[src/rtl/uart_pkg.sv]
// ----------------------------------------------------------------------------
// uart_pkg
// Definitions shared by the UART transmitter and receiver:
//   state_t       - FSM state encoding (IDLE/START/DATA/STOP/PARITY)
//   clks_per_bit  - system clocks per serial bit for a given clock and baud
// ----------------------------------------------------------------------------
`timescale 1ns/1ps
package uart_pkg;

  typedef enum logic [2:0] {
    IDLE   = 3'd0,
    START  = 3'd1,
    DATA   = 3'd2,
    STOP   = 3'd3,
    PARITY = 3'd4
  } state_t;

  // Integer division truncates; the residual baud error is tolerated
  // because every bit is sampled at its centre.
  function automatic int clks_per_bit(input int clk_freq, input int baud_rate);
    return clk_freq / baud_rate;
  endfunction

endpackage

[src/rtl/sync_2ff.sv]
// ----------------------------------------------------------------------------
// sync_2ff
// Generic two-flop synchroniser for a single asynchronous input.
// Parameters:
//   RST_VAL - value both flops take during reset (1 suits idle-high lines)
// Ports:
//   clk_i - destination clock
//   rst_i - asynchronous active-high reset
//   d_i   - asynchronous input
//   q_o   - synchronised output (two clocks of latency)
// ----------------------------------------------------------------------------
`timescale 1ns/1ps
module sync_2ff #(
  parameter logic RST_VAL = 1'b1
) (
  input  logic clk_i,
  input  logic rst_i,
  input  logic d_i,
  output logic q_o
);

  logic meta_q;
  logic sync_q;

  always_ff @(posedge clk_i or posedge rst_i) begin
    if (rst_i) begin
      meta_q <= RST_VAL;
      sync_q <= RST_VAL;
    end else begin
      meta_q <= d_i;
      sync_q <= meta_q;
    end
  end

  assign q_o = sync_q;

endmodule

[src/rtl/receiver.sv]
// ----------------------------------------------------------------------------
// receiver
// UART receive path: deserialises 8N1 frames from the rx line, checks start
// and stop bits and presents each good byte with a one-cycle valid strobe.
// Build option:
//   UART_RX_PARITY_EN - adds an even-parity bit between data and stop;
//                       otherwise the frame is 8N1 and parity_err is 0.
// Parameters:
//   CLK_FREQ  - system clock in Hz
//   BAUD_RATE - serial bit rate
// Ports:
//   clk        - system clock
//   rst        - asynchronous active-high reset
//   rx         - asynchronous serial input, idles high
//   data_out   - last correctly framed byte
//   data_valid - one-cycle pulse, data_out is new
//   frame_err  - one-cycle pulse, stop bit sampled low
//   parity_err - one-cycle pulse on parity mismatch
//   rx_busy    - high while a frame is in progress
// ----------------------------------------------------------------------------
`timescale 1ns/1ps
module receiver
  import uart_pkg::*;
#(
  parameter int CLK_FREQ  = 24_000_000,
  parameter int BAUD_RATE = 115200
) (
  input  logic       clk,
  input  logic       rst,
  input  logic       rx,
  output logic [7:0] data_out,
  output logic       data_valid,
  output logic       frame_err,
  output logic       parity_err,
  output logic       rx_busy
);

  localparam int CYC_PER_BIT = clks_per_bit(CLK_FREQ, BAUD_RATE);
  localparam int HALF_BIT    = CYC_PER_BIT / 2;

  localparam logic [15:0] BIT_END  = 16'(CYC_PER_BIT - 1);
  localparam logic [15:0] HALF_END = 16'(HALF_BIT - 1);

  logic        rx_s;
  logic        rx_s_d_q;
  state_t      state_q;
  logic [15:0] clk_count_q;
  logic [2:0]  bit_index_q;
  logic [7:0]  shift_q;
  logic [7:0]  data_q;
  logic        data_valid_q;
  logic        frame_err_q;
  logic        rx_busy_q;
`ifdef UART_RX_PARITY_EN
  logic        parity_q;
  logic        parity_err_q;
`endif

  sync_2ff #(.RST_VAL(1'b1)) u_sync (
    .clk_i (clk),
    .rst_i (rst),
    .d_i   (rx),
    .q_o   (rx_s)
  );

  // Delayed copy of the synchronised line for start-edge detection.
  always_ff @(posedge clk or posedge rst) begin
    if (rst) rx_s_d_q <= 1'b1;
    else     rx_s_d_q <= rx_s;
  end

  always_ff @(posedge clk or posedge rst) begin
    if (rst) begin
      state_q      <= IDLE;
      clk_count_q  <= '0;
      bit_index_q  <= '0;
      shift_q      <= '0;
      data_q       <= '0;
      data_valid_q <= 1'b0;
      frame_err_q  <= 1'b0;
      rx_busy_q    <= 1'b0;
`ifdef UART_RX_PARITY_EN
      parity_q     <= 1'b0;
      parity_err_q <= 1'b0;
`endif
    end else begin
      data_valid_q <= 1'b0;
      frame_err_q  <= 1'b0;
`ifdef UART_RX_PARITY_EN
      parity_err_q <= 1'b0;
`endif
      clk_count_q  <= clk_count_q + 16'd1;

      case (state_q)
        IDLE: begin
          clk_count_q <= '0;
          // Only a genuine high-to-low transition starts a frame, so a line
          // stuck low (break) never produces a stream of bogus bytes.
          if (rx_s_d_q && !rx_s) begin
            state_q   <= START;
            rx_busy_q <= 1'b1;
          end
        end

        START: begin
          if (clk_count_q == HALF_END) begin
            clk_count_q <= '0;
            if (!rx_s) begin
              state_q     <= DATA;
              bit_index_q <= '0;
            end else begin
              // Line back high at mid-start: treat as a glitch.
              state_q   <= IDLE;
              rx_busy_q <= 1'b0;
            end
          end
        end

        DATA: begin
          if (clk_count_q == BIT_END) begin
            clk_count_q <= '0;
            shift_q     <= {rx_s, shift_q[7:1]};
            bit_index_q <= bit_index_q + 3'd1;
            if (bit_index_q == 3'd7) begin
`ifdef UART_RX_PARITY_EN
              state_q <= PARITY;
`else
              state_q <= STOP;
`endif
            end
          end
        end

`ifdef UART_RX_PARITY_EN
        PARITY: begin
          if (clk_count_q == BIT_END) begin
            clk_count_q <= '0;
            parity_q    <= rx_s;
            state_q     <= STOP;
          end
        end
`endif

        STOP: begin
          // Leaving at mid-stop lets the next start edge be caught even
          // when it follows the stop bit with no idle gap.
          if (clk_count_q == BIT_END) begin
            clk_count_q <= '0;
            state_q     <= IDLE;
            rx_busy_q   <= 1'b0;
            if (rx_s) begin
`ifdef UART_RX_PARITY_EN
              if (^{shift_q, parity_q}) begin
                parity_err_q <= 1'b1;
              end else begin
                data_q       <= shift_q;
                data_valid_q <= 1'b1;
              end
`else
              data_q       <= shift_q;
              data_valid_q <= 1'b1;
`endif
            end else begin
              frame_err_q <= 1'b1;
            end
          end
        end

        default: begin
          state_q     <= IDLE;
          clk_count_q <= '0;
          rx_busy_q   <= 1'b0;
        end
      endcase
    end
  end

  assign data_out   = data_q;
  assign data_valid = data_valid_q;
  assign frame_err  = frame_err_q;
  assign rx_busy    = rx_busy_q;
`ifdef UART_RX_PARITY_EN
  assign parity_err = parity_err_q;
`else
  assign parity_err = 1'b0;
`endif

endmodule

[config.mk]
export PLATFORM = sky130hd
export DESIGN_NAME = receiver
export DESIGN_NICKNAME = d
export VERILOG_FILES = /design/src/rtl/uart_pkg.sv /design/src/rtl/sync_2ff.sv /design/src/rtl/receiver.sv
export SDC_FILE = /design/constraint.sdc
export NUM_CORES = 1
export LEC_CHECK = 0
export BUFFER_PORTS_ARGS = -buffer_cell sky130_fd_sc_hd__buf_2
export CORE_MARGIN = 4
export CORE_UTILIZATION = 30
export DETAILED_ROUTE_END_ITERATION = 8
export PLACE_DENSITY = 0.59
export REMOVE_ABC_BUFFERS = 1
export SYNTH_ARGS = -nofsm -noshare
export SYNTH_HDL_FRONTEND = slang
export SYNTH_HIERARCHICAL = 1
export SYNTH_SLANG_ARGS = --single-unit
export TNS_END_PERCENT = 10
[constraint.sdc]
create_clock -name clk -period 1.8 [get_ports clk]
set_clock_uncertainty 0.05 [all_clocks]
set_input_delay 0.18 -clock clk [delete_from_list [all_inputs] [get_ports clk]]
set_output_delay 0.18 -clock clk [all_outputs]
set_load 0.02 [all_outputs]
==> results.sh <==
export IMPL_grt_total_usage=0.103
export IMPL_fin_total_pwr_mw=2.02
export IMPL_max_cap_violations=0
export IMPL_final_core_util=0.388
export IMPL_synthArstFlopShare=1.00
export IMPL_root_buffer="clkbuf_8"
export IMPL_ant_nets=0
export IMPL_ios=15
export IMPL_cts_tree="done"
export IMPL_ys_warn_count=6
export IMPL_n_fill_cell=602
export IMPL_grt_pass1_wl_um=6270
export IMPL_crit_path_end_kind="flop"
export IMPL_clk_latency_ns=0.29
export IMPL_wirelength_um=3730
export IMPL_yosys_area_top_type="dfrtp_1"
export IMPL_rsz0062_at_grt="true"
export IMPL_comb_power_share=0.172
export IMPL_synth_most_common_cell="dfrtp_1"
export IMPL_grt_pass1_vias=1340
export IMPL_synth_cells=168
export IMPL_final_design_area_no_fill_sq_mm=0.00246
export IMPL_place_gp_congestion=0.757
export IMPL_die_w_um=89.0
export IMPL_crit_arrival_ns=1.92
export IMPL_post_drt_via_cell_ratio=4.75
export IMPL_synth_seq_cells=43
export IMPL_slew_headroom=0.653
export IMPL_post_place_cells=277
export IMPL_required_ns=1.93
export IMPL_place_ws_ns=0.00472
export IMPL_core_area_sq_mm=0.00635
export IMPL_whs_ns=0.314
export IMPL_instances_no_fill=288
export IMPL_grt_start_max_net_pins=42
export IMPL_grt_antenna_before_repair=0
export IMPL_period_needed_ns=1.79
export IMPL_initial_utilization=0.310
export IMPL_ys_dominant_reg_cell="dfrtp_1"
export IMPL_drt_iter0_markers=69
export IMPL_synthesis_area_sq_mm=0.00197
export IMPL_tns_ns=0
export IMPL_slowest_delay_ns=0.41
export IMPL_clkSinkCount=43
export IMPL_grt_overflow=0
export IMPL_setup_viol=0
export IMPL_dpl_hpwl_um=2730
export IMPL_synth_avg_cell_area_sq_um=11.7
export IMPL_drv_slew=0
export IMPL_synth_top_cell_area_share=0.509
export IMPL_power_density_mw_per_mm2=819
export IMPL_fmax_mhz=558
export IMPL_startpoint_type="flop"
export IMPL_cts_buffer_depth=2
export IMPL_path_class="flop to flop"
export IMPL_synth_edf_count=0
export IMPL_die_area_sq_mm=0.00792
export IMPL_clk_pin_slew_ns=0.08
export IMPL_placed_area_sq_mm=0.00229
export IMPL_path_max_fanout=8
export IMPL_num_rows=29
export IMPL_antenna_cells=0
export IMPL_drive_gt1_frac=0.341
export IMPL_cpMaxStageDelayCell="dfrtp_1"
export IMPL_area_growth_pct=25.2
export IMPL_drc_errors=0
export IMPL_cp_cell_sequence="nor4b_4 > nand3_2 > nor3_4 > buf_12 > mux2_4"
export IMPL_ir_drop_v=0.000403
export IMPL_numCtsBuffers=5
export IMPL_die_h_um=89.0
export IMPL_finalHoldViolations=0
export IMPL_first_pass_iters=4
export IMPL_setup_slack_ns=0.00906
export IMPL_hp_class="flop to flop"
export IMPL_power_leakage_nw=1.16
export IMPL_ys_types=38
export IMPL_clock_power_share=0.295
export IMPL_vias=1369
export IMPL_swShare=0.272
export IMPL_switchingPower_mw=0.549
export IMPL_intPower_mw=1.47
export IMPL_wire_per_inst_um=13.0
export IMPL_synthTopCellsByArea="dfrtp_1 51%, mux2_2 8.0%, xnor2_1 4.5%, dfstp_2 4.0%, nor2_1 3.6%"
export IMPL_synth_common_cells="40 x dfrtp_1, 19 x nor2_1, 14 x mux2_2"
export IMPL_ys_seq_area_frac=0.549
export IMPL_io_buffers=13
export IMPL_max_slew_worst_pin_slew_ns=0.521
export IMPL_fin_nets=216
export IMPL_ctsHtreeMaxLevel=2
export IMPL_p_seq_frac=0.533
export IMPL_outcome="complete, no violations"
export IMPL_post_route_period_util=0.995
## worst paths after layout
path | slack, ns | endpoint | startpoint | cells after the start
max in group asynchronous | 0.82 | rx_s_d_q | rst | 4
min reg2reg | 0.31 | u_sync/q_o | u_sync/meta_q | 0
min | 0.31 | u_sync/q_o | u_sync/meta_q | 0
max | 0.009 | data_out[7] | clk_count_q[4] | 5
max reg2reg | 0.009 | data_out[7] | clk_count_q[4] | 5
min in group asynchronous | 0.39 | u_sync/meta_q | rst | 3
## power groups by stage
stage | clock, mW | combinational (mW) | sequential [mW]
final | 0.596 | 0.347 | 1.07
after floorplan | 0 | 0.145 | 1.12
after CTS | 0.633 | 0.348 | 1.07
after detailed placement | 0 | 0.342 | 1.09
after global routing | 0.677 | 0.392 | 1.08
after global placement | 0 | 0.338 | 1.09
## state kept, by name, indices dropped and copies added (netlist names), 2 cells and up
register	cells
data_out	8
state_q	2
clk_count_q	16
shift_q	8
bit_index_q	3
## layer usage
| metal | vias up | part of all wire | GRT usage |
|---|---|---|---|
| li1 | 675 | - | - |
| met1 | 674 | 0.48 | 0.141 |
| met2 | 16 | 0.47 | 0.156 |
| met3 | 4 | 0.031 | 0.0249 |
| met4 | 0 | 0.017 | 0.0447 |
| met5 | - | 0 | 0 |
## repair_timing
| item | CTS | global route |
|---|---|---|
| hold endpoints to repair | 43 | 0 |
| setup endpoints to repair | 6 | 32 |
| buffers inserted | 0 | 1 |
| gates resized for setup | 0 | 12 |
| hold buffers | 2 | 0 |
| pin swaps | 2 | 3 |
## cells by family (layout without fill, tap and decap cells)
family / after synthesis / after routing / synth area share
multiplexers: 16 / 16 / 0.0915
AO/OA/AOI/OAI: 12 / 12 / 0.0451
flip-flops: 43 / 43 / 0.549
XOR/XNOR: 14 / 14 / 0.0623
AND/OR/NAND/NOR: 64 / 64 / 0.196
adder cells (fa/ha/maj): 3 / 3 / 0.0191
other: 1 / 1 / 0.00191
buffers and inverters: 15 / 58 / 0.0356
## cell type report
type / instances / area (sq um) / area share
Timing Repair Buffer: 41 / 297 / 0.120
Multi-Input combinational cell: 110 / 870 / 0.353
Inverter: 9 / 33.8 / 0.0137
Clock inverter: 3 / 20.0 / 0.00812
Clock buffer: 5 / 68.8 / 0.0279
Tap cell: 77 / 96.3 / 0.0391
Sequential cell: 43 / 1080 / 0.438
## critical path, delay by kind of cell (launching register included)
kind                   cells  cell delay, ns
AND/OR/NAND/NOR            3            0.75
flip-flops                 1            0.41
multiplexers               1            0.30
buffers and inverters      1            0.16
## cells in the final DEF, fill, tap and decap left out, types with 4 or more instances in the layout
cell type	instances
and3_1	4
buf_2	13
buf_4	24
clkbuf_8	5
dfrtp_1	40
inv_1	9
mux2_2	8
mux2_4	8
nand3_1	5
nand4_1	8
nor2_1	19
nor2b_1	4
nor3_1	5
xnor2_1	10
xor2_1	4
Power figures use the tool's default switching activity.
